--- src/rtl/wb_inst_sequencer.sv ---
`timescale 1ns/1ps
// wb_inst_sequencer
//   Wishbone slave-side responder for a core's 128-bit instruction/data bus.
//   Instruction words are queued from a stimulus push port and returned on
//   reads in the 32-bit lane selected by adr[3:2]. The other lanes carry
//   FILL_WORD. Stores are captured and reported on a one-cycle o_wr_* strobe.
//
// Parameters
//   DEPTH     instruction FIFO entries (power of 2, >= 2)
//   ACK_WAIT  wait-state cycles inserted before each ack/err (0..15)
//   FILL_WORD NOP word used for unused lanes and empty-FIFO reads
//
// Ports
//   i_clk, i_rst_n          clock (rising edge), async active-low reset
//   i_push, i_push_inst     enqueue an instruction word
//   o_full/o_empty/o_count  FIFO status
//   i_wb_*                  core wishbone master signals (adr/sel/we/cyc/stb/wdat)
//   o_wb_dat/ack/err        wishbone response
//   o_wr_valid/adr/sel/dat  captured store, one-cycle pulse
//   o_fetch_cnt             number of acked reads (wraps)
//
// Optional feature (macro WB_SEQ_OVF_FLAG_EN)
//   Adds o_overflow: sticky flag set after a push is dropped on a full FIFO,
//   cleared only by reset.
module wb_inst_sequencer #(
  parameter int unsigned DEPTH     = 8,
  parameter int unsigned ACK_WAIT  = 0,
  parameter logic [31:0] FILL_WORD = 32'hF0801003
) (
  input  logic                       i_clk,
  input  logic                       i_rst_n,
  input  logic                       i_push,
  input  logic [31:0]                i_push_inst,
  output logic                       o_full,
  output logic                       o_empty,
  output logic [$clog2(DEPTH):0]     o_count,
  input  logic [31:0]                i_wb_adr,
  input  logic [15:0]                i_wb_sel,
  input  logic                       i_wb_we,
  input  logic                       i_wb_cyc,
  input  logic                       i_wb_stb,
  output logic [127:0]               o_wb_dat,
  output logic                       o_wb_ack,
  output logic                       o_wb_err,
  output logic                       o_wr_valid,
  output logic [31:0]                o_wr_adr,
  output logic [15:0]                o_wr_sel,
  output logic [127:0]               o_wr_dat,
  input  logic [127:0]               i_wb_wdat,
  output logic [15:0]                o_fetch_cnt
`ifdef WB_SEQ_OVF_FLAG_EN
  ,
  output logic                       o_overflow
`endif
);

  localparam int unsigned AW = $clog2(DEPTH);
  localparam int unsigned CW = AW + 1;

  typedef enum logic [1:0] {IDLE, WAIT, RESP} state_t;

  state_t         state;
  logic [3:0]     wait_cnt;

  logic [31:0]    mem [DEPTH];
  logic [AW-1:0]  wr_ptr;
  logic [AW-1:0]  rd_ptr;
  logic [CW-1:0]  count;

  logic           lat_we;
  logic [31:0]    lat_adr;
  logic [15:0]    lat_sel;
  logic [127:0]   lat_wdat;

  logic           req;
  logic           req_we;
  logic [31:0]    req_adr;
  logic [15:0]    req_sel;
  logic [127:0]   req_wdat;
  logic           fire;
  logic           pop;
  logic           push_ok;
  logic [127:0]   rd_data;

  assign o_count = count;
  assign o_full  = (count == CW'(DEPTH));
  assign o_empty = (count == '0);

  // With no wait states the response is produced straight from IDLE, so the
  // request must come from the live bus rather than the latch.
  always_comb begin
    req      = i_wb_cyc & i_wb_stb;
    req_we   = (state == IDLE) ? i_wb_we   : lat_we;
    req_adr  = (state == IDLE) ? i_wb_adr  : lat_adr;
    req_sel  = (state == IDLE) ? i_wb_sel  : lat_sel;
    req_wdat = (state == IDLE) ? i_wb_wdat : lat_wdat;

    fire = 1'b0;
    if (state == IDLE && req && ACK_WAIT == 0)
      fire = 1'b1;
    else if (state == WAIT && req && wait_cnt == 4'd1)
      fire = 1'b1;

    // Head is chosen from pre-edge occupancy: a same-edge push into an empty
    // FIFO is not visible to this read.
    pop     = fire & ~req_we & ~o_empty;
    push_ok = i_push & (~o_full | pop);

    rd_data = {4{FILL_WORD}};
    if (!o_empty)
      rd_data[{req_adr[3:2], 5'd0} +: 32] = mem[rd_ptr];
  end

  always_ff @(posedge i_clk) begin
    if (push_ok)
      mem[wr_ptr] <= i_push_inst;
  end

  always_ff @(posedge i_clk or negedge i_rst_n) begin
    if (!i_rst_n) begin
      wr_ptr <= '0;
      rd_ptr <= '0;
      count  <= '0;
    end else begin
      if (push_ok)
        wr_ptr <= wr_ptr + AW'(1);
      if (pop)
        rd_ptr <= rd_ptr + AW'(1);
      case ({push_ok, pop})
        2'b10:   count <= count + CW'(1);
        2'b01:   count <= count - CW'(1);
        default: count <= count;
      endcase
    end
  end

  always_ff @(posedge i_clk or negedge i_rst_n) begin
    if (!i_rst_n) begin
      state       <= IDLE;
      wait_cnt    <= '0;
      lat_we      <= 1'b0;
      lat_adr     <= '0;
      lat_sel     <= '0;
      lat_wdat    <= '0;
      o_wb_dat    <= '0;
      o_wb_ack    <= 1'b0;
      o_wb_err    <= 1'b0;
      o_wr_valid  <= 1'b0;
      o_wr_adr    <= '0;
      o_wr_sel    <= '0;
      o_wr_dat    <= '0;
      o_fetch_cnt <= '0;
    end else begin
      o_wb_ack   <= 1'b0;
      o_wb_err   <= 1'b0;
      o_wr_valid <= 1'b0;

      case (state)
        IDLE: begin
          if (req) begin
            lat_we   <= i_wb_we;
            lat_adr  <= i_wb_adr;
            lat_sel  <= i_wb_sel;
            lat_wdat <= i_wb_wdat;
            wait_cnt <= 4'(ACK_WAIT);
            state    <= (ACK_WAIT == 0) ? RESP : WAIT;
          end
        end
        WAIT: begin
          if (!req) begin
            state <= IDLE;
          end else begin
            wait_cnt <= wait_cnt - 4'd1;
            if (wait_cnt == 4'd1)
              state <= RESP;
          end
        end
        RESP:    state <= IDLE;
        default: state <= IDLE;
      endcase

      if (fire) begin
        if (!req_we) begin
          o_wb_ack    <= 1'b1;
          o_wb_dat    <= rd_data;
          o_fetch_cnt <= o_fetch_cnt + 16'd1;
        end else if (req_sel != '0) begin
          o_wb_ack   <= 1'b1;
          o_wr_valid <= 1'b1;
          o_wr_adr   <= req_adr;
          o_wr_sel   <= req_sel;
          o_wr_dat   <= req_wdat;
        end else begin
          o_wb_err <= 1'b1;
        end
      end
    end
  end

`ifdef WB_SEQ_OVF_FLAG_EN
  logic drop;
  assign drop = i_push & o_full & ~pop;

  always_ff @(posedge i_clk or negedge i_rst_n) begin
    if (!i_rst_n)
      o_overflow <= 1'b0;
    else if (drop)
      o_overflow <= 1'b1;
  end
`endif

endmodule

--- config.mk ---
export PLATFORM = sky130hd
export DESIGN_NAME = wb_inst_sequencer
export DESIGN_NICKNAME = d
export VERILOG_FILES = /design/src/rtl/wb_inst_sequencer.sv
export SDC_FILE = /design/constraint.sdc
export NUM_CORES = 1
export LEC_CHECK = 0
export ABC_AREA = 1
export CAP_MARGIN = 15
export CORE_ASPECT_RATIO = 1.4
export CORE_MARGIN = 1
export CORE_UTILIZATION = 50
export DETAILED_ROUTE_END_ITERATION = 16
export PLACE_DENSITY = 0.76
export SYNTH_ARGS = -nofsm -noshare
export SYNTH_HDL_FRONTEND = slang
export SYNTH_SLANG_ARGS = --single-unit
--- constraint.sdc ---
create_clock -name i_clk -period 4.3 [get_ports i_clk]
set_input_delay 1.29 -clock i_clk [delete_from_list [all_inputs] [get_ports i_clk]]
set_output_delay 1.29 -clock i_clk [all_outputs]
set_load 0.02 [all_outputs]
==> flow_summary.json <==
{
  "numCtsBuffers": 74,
  "wl_um": 95600,
  "power.switching_w": 0.007439,
  "grt_pass1_wl_um": 146800,
  "synth-seq-area-share_pct": 62.99,
  "cts-root-buf": "clkbuf_16",
  "combPwrFrac_pct": 27.8,
  "hp-class": "reg2reg",
  "setup_viol": 0,
  "grt_remaining_overflow": 0,
  "min_period_ns": 3.345,
  "cts.reportedPaths.clkPinSlew_ns": 0.06,
  "clock_path_buffers": 3,
  "netlist_area_mm2": 0.03250,
  "clock_skew_ns": 0.02523,
  "synth_top_area_share_pct": 39.34,
  "worstPathRequired_ns": 3.01,
  "crit_fanout": 4,
  "finalWeightedCongestion": 0.8756,
  "vdd_drop_max_mv": 0.4512,
  "post_cts_resized": 0,
  "dp_cells": 4774,
  "crit_arrival_ns": 2.05,
  "worstSetupPathType": "reg2out",
  "cts.sinks": 767,
  "start_util_pct": 50.57,
  "drive_gt1_share_pct": 5.411,
  "dr.pass1.iters": 7,
  "drc": 0,
  "max_freq_mhz": 299.0,
  "hpwl_um": 62710,
  "area_growth_pct": 27.41,
  "coreArea_mm2": 0.06427,
  "worstMarginPinSlew_ns": 1.094,
  "finalCritPeriodShare_pct": 77.79,
  "grt_max_degree": 207,
  "p_int_w": 0.01463,
  "ys_ff_latch": 767,
  "ys.warnings.count": 0,
  "hold_buffers": 0,
  "clk_latency_ns": 0.62,
  "via_per_inst": 5.387,
  "h-tree-depth": 3,
  "leakage_nw": 18.76,
  "holdWs_ns": 0.4683,
  "via_count": 26480,
  "ant_nets": 0,
  "rows": 110,
  "maxCapViolCount": 0,
  "post_cts_buffers": 0,
  "grt_pass1_vias": 25480,
  "cts_tree": "built",
  "setup_tns_ns": 0,
  "syn_inst": 3553,
  "syn_nets": 3778,
  "pin_count": 543,
  "cp_cell_sequence": "inv_1 -> nand4_1 -> inv_1 -> clkdlybuf4s50_1",
  "drt_iter0_markers": 2664,
  "outcome": "complete, no violations",
  "cpMostUsedCell": "inv_1",
  "slew_viol_final": 0,
  "portBuffers": 542,
  "synth_area_leaders": "dfrtp_1, edfxtp_1, nand2_1",
  "end_kind": "output pin",
  "cp-start-kind": "flop",
  "layout_commonest_cell": "nand2_1",
  "power_density_mw_per_mm2": 533.0,
  "max_stage_delay_ns": 0.60,
  "rsz0062_at_grt": "no",
  "die_y_um": 303.7,
  "layout_common_cells": "nand2_1, clkdlybuf4s50_1, dfrtp_1",
  "ys_types": 32,
  "hold_viol": 0,
  "pwr-share-clk_pct": 30.0,
  "synth_top_area_cell": "dfrtp_1",
  "wire_per_inst_um": 19.45,
  "swShare_pct": 33.70,
  "timing.slew.headroom_pct": 27.10,
  "seq_power_share_pct": 42.2,
  "fin_cells": 4915,
  "grt_antenna_before_repair": 14,
  "finish.utilization_pct": 64.43,
  "nNetsFinal": 4235,
  "grt.total_usage_pct": 28.93,
  "p_total_w": 0.02207,
  "slowest_stage": "clkdlybuf4s50_1",
  "die_area_mm2": 0.06605,
  "die_w_um": 217.5,
  "synth_area_per_cell_um2": 9.148
}
[flip-flops by register name, indices dropped and copies added, names as in the netlist]
signal,flops
lat_adr,32
lat_sel,16
lat_wdat,128
lat_we,1
mem,256
o_count,4
o_fetch_cnt,16
o_wb_ack,1
o_wb_dat,128
o_wb_err,1
o_wr_adr,32
o_wr_dat,128
o_wr_sel,16
o_wr_valid,1
rd_ptr,3
state,1
wr_ptr,3
[synthesized netlist by cell type]
cell and number:
a21o_1 1, a21oi_1 34, buf_1 35, buf_2 46, buf_4 16, buf_6 2, clkbuf_1 128, clkbuf_2 1
clkinv_1 3, dfrtp_1 511, edfxtp_1 256, fa_1 1, ha_1 10, inv_1 292, inv_2 3, nand2_1 1130
nand2_2 4, nand3_1 255, nand3_4 1, nand4_1 72, nor2_1 199, nor2_2 5, nor2_4 1, nor3_1 5
nor3_2 1, nor4_1 1, o21ai_0 480, o21ai_1 44, o21bai_1 1, or2_2 2, xnor2_1 3, xor2_1 10
[path summary, 6_finish.rpt]
path / start / end / slack, ns / depth (start not counted)
hold / removal: o_wr_dat[53] / o_wr_dat[53] / 0.47 / 2
min in group asynchronous: i_rst_n / o_wr_dat[86] / 0.63 / 1
setup reg to reg: state[1] / o_wb_dat[86] / 0.97 / 9
setup / recovery: o_count[0] / o_empty / 0.96 / 4
max in group asynchronous: i_rst_n / o_wb_dat[113] / 2.48 / 3
hold reg to reg: o_wr_dat[53] / o_wr_dat[53] / 0.47 / 2
[routing by layer]
| layer | share of wire [%] | up-vias | global-route usage [%] |
|---|---|---|---|
| met1 | 38 | 12660 | 35.85 |
| met2 | 48 | 1159 | 46.59 |
| met3 | 8.2 | 234 | 6.206 |
| li1 | - | 12420 | - |
| met4 | 5.4 | 10 | 16.80 |
| met5 | 0.072 | - | 0 |
[critical path, delay by kind of cell, from the launching register on]
family                 cells  cell delay, ns
buffers and inverters      3            0.84
flip-flops                 1            0.43
AND/OR/NAND/NOR            1            0.17
[power by group through the flow]
stage / logic (W) / registers (W) / clock network (W)
after floorplan: 0.00283 / 0.00983 / 0
after global placement: 0.00598 / 0.00939 / 0
after detailed placement: 0.00610 / 0.00943 / 0
after CTS: 0.00614 / 0.00930 / 0.00674
after global routing: 0.00670 / 0.00942 / 0.00703
final: 0.00613 / 0.00931 / 0.00663
[cell families after synthesis]
family | Yosys count | share of synthesized area [%]
AND/OR/NAND/NOR | 1676 | 21.09
flip-flops | 767 | 62.99
AO/OA/AOI/OAI | 560 | 8.638
buffers and inverters | 526 | 6.486
XOR/XNOR | 13 | 0.3503
adder cells (fa/ha/maj) | 11 | 0.4465
[cell type report]
cell class / count / area (um^2)
antenna: 9 / 22.52
clock buffer: 99 / 2106
clock inverter: 33 / 359.1
fill: 5070 / 22860
inverter: 298 / 1121
multi-input combinational: 2260 / 10040
sequential: 767 / 20480
tap: 840 / 1051
timing repair buffer: 609 / 6233
[stage by stage]
| stage | instance area (um^2) | setup slack, ns |
|---|---|---|
| 4_1_cts | 41390 | 0.9071 |
| 3_3_place_gp | 38920 | 0.5760 |
| 2_1_floorplan | 32500 | 0.5451 |
| 6_report | 41410 | 0.9552 |
| 5_1_grt | 41410 | 0.7492 |
| 3_5_place_dp | 38920 | 0.4739 |
Power figures use the tool's default switching activity.
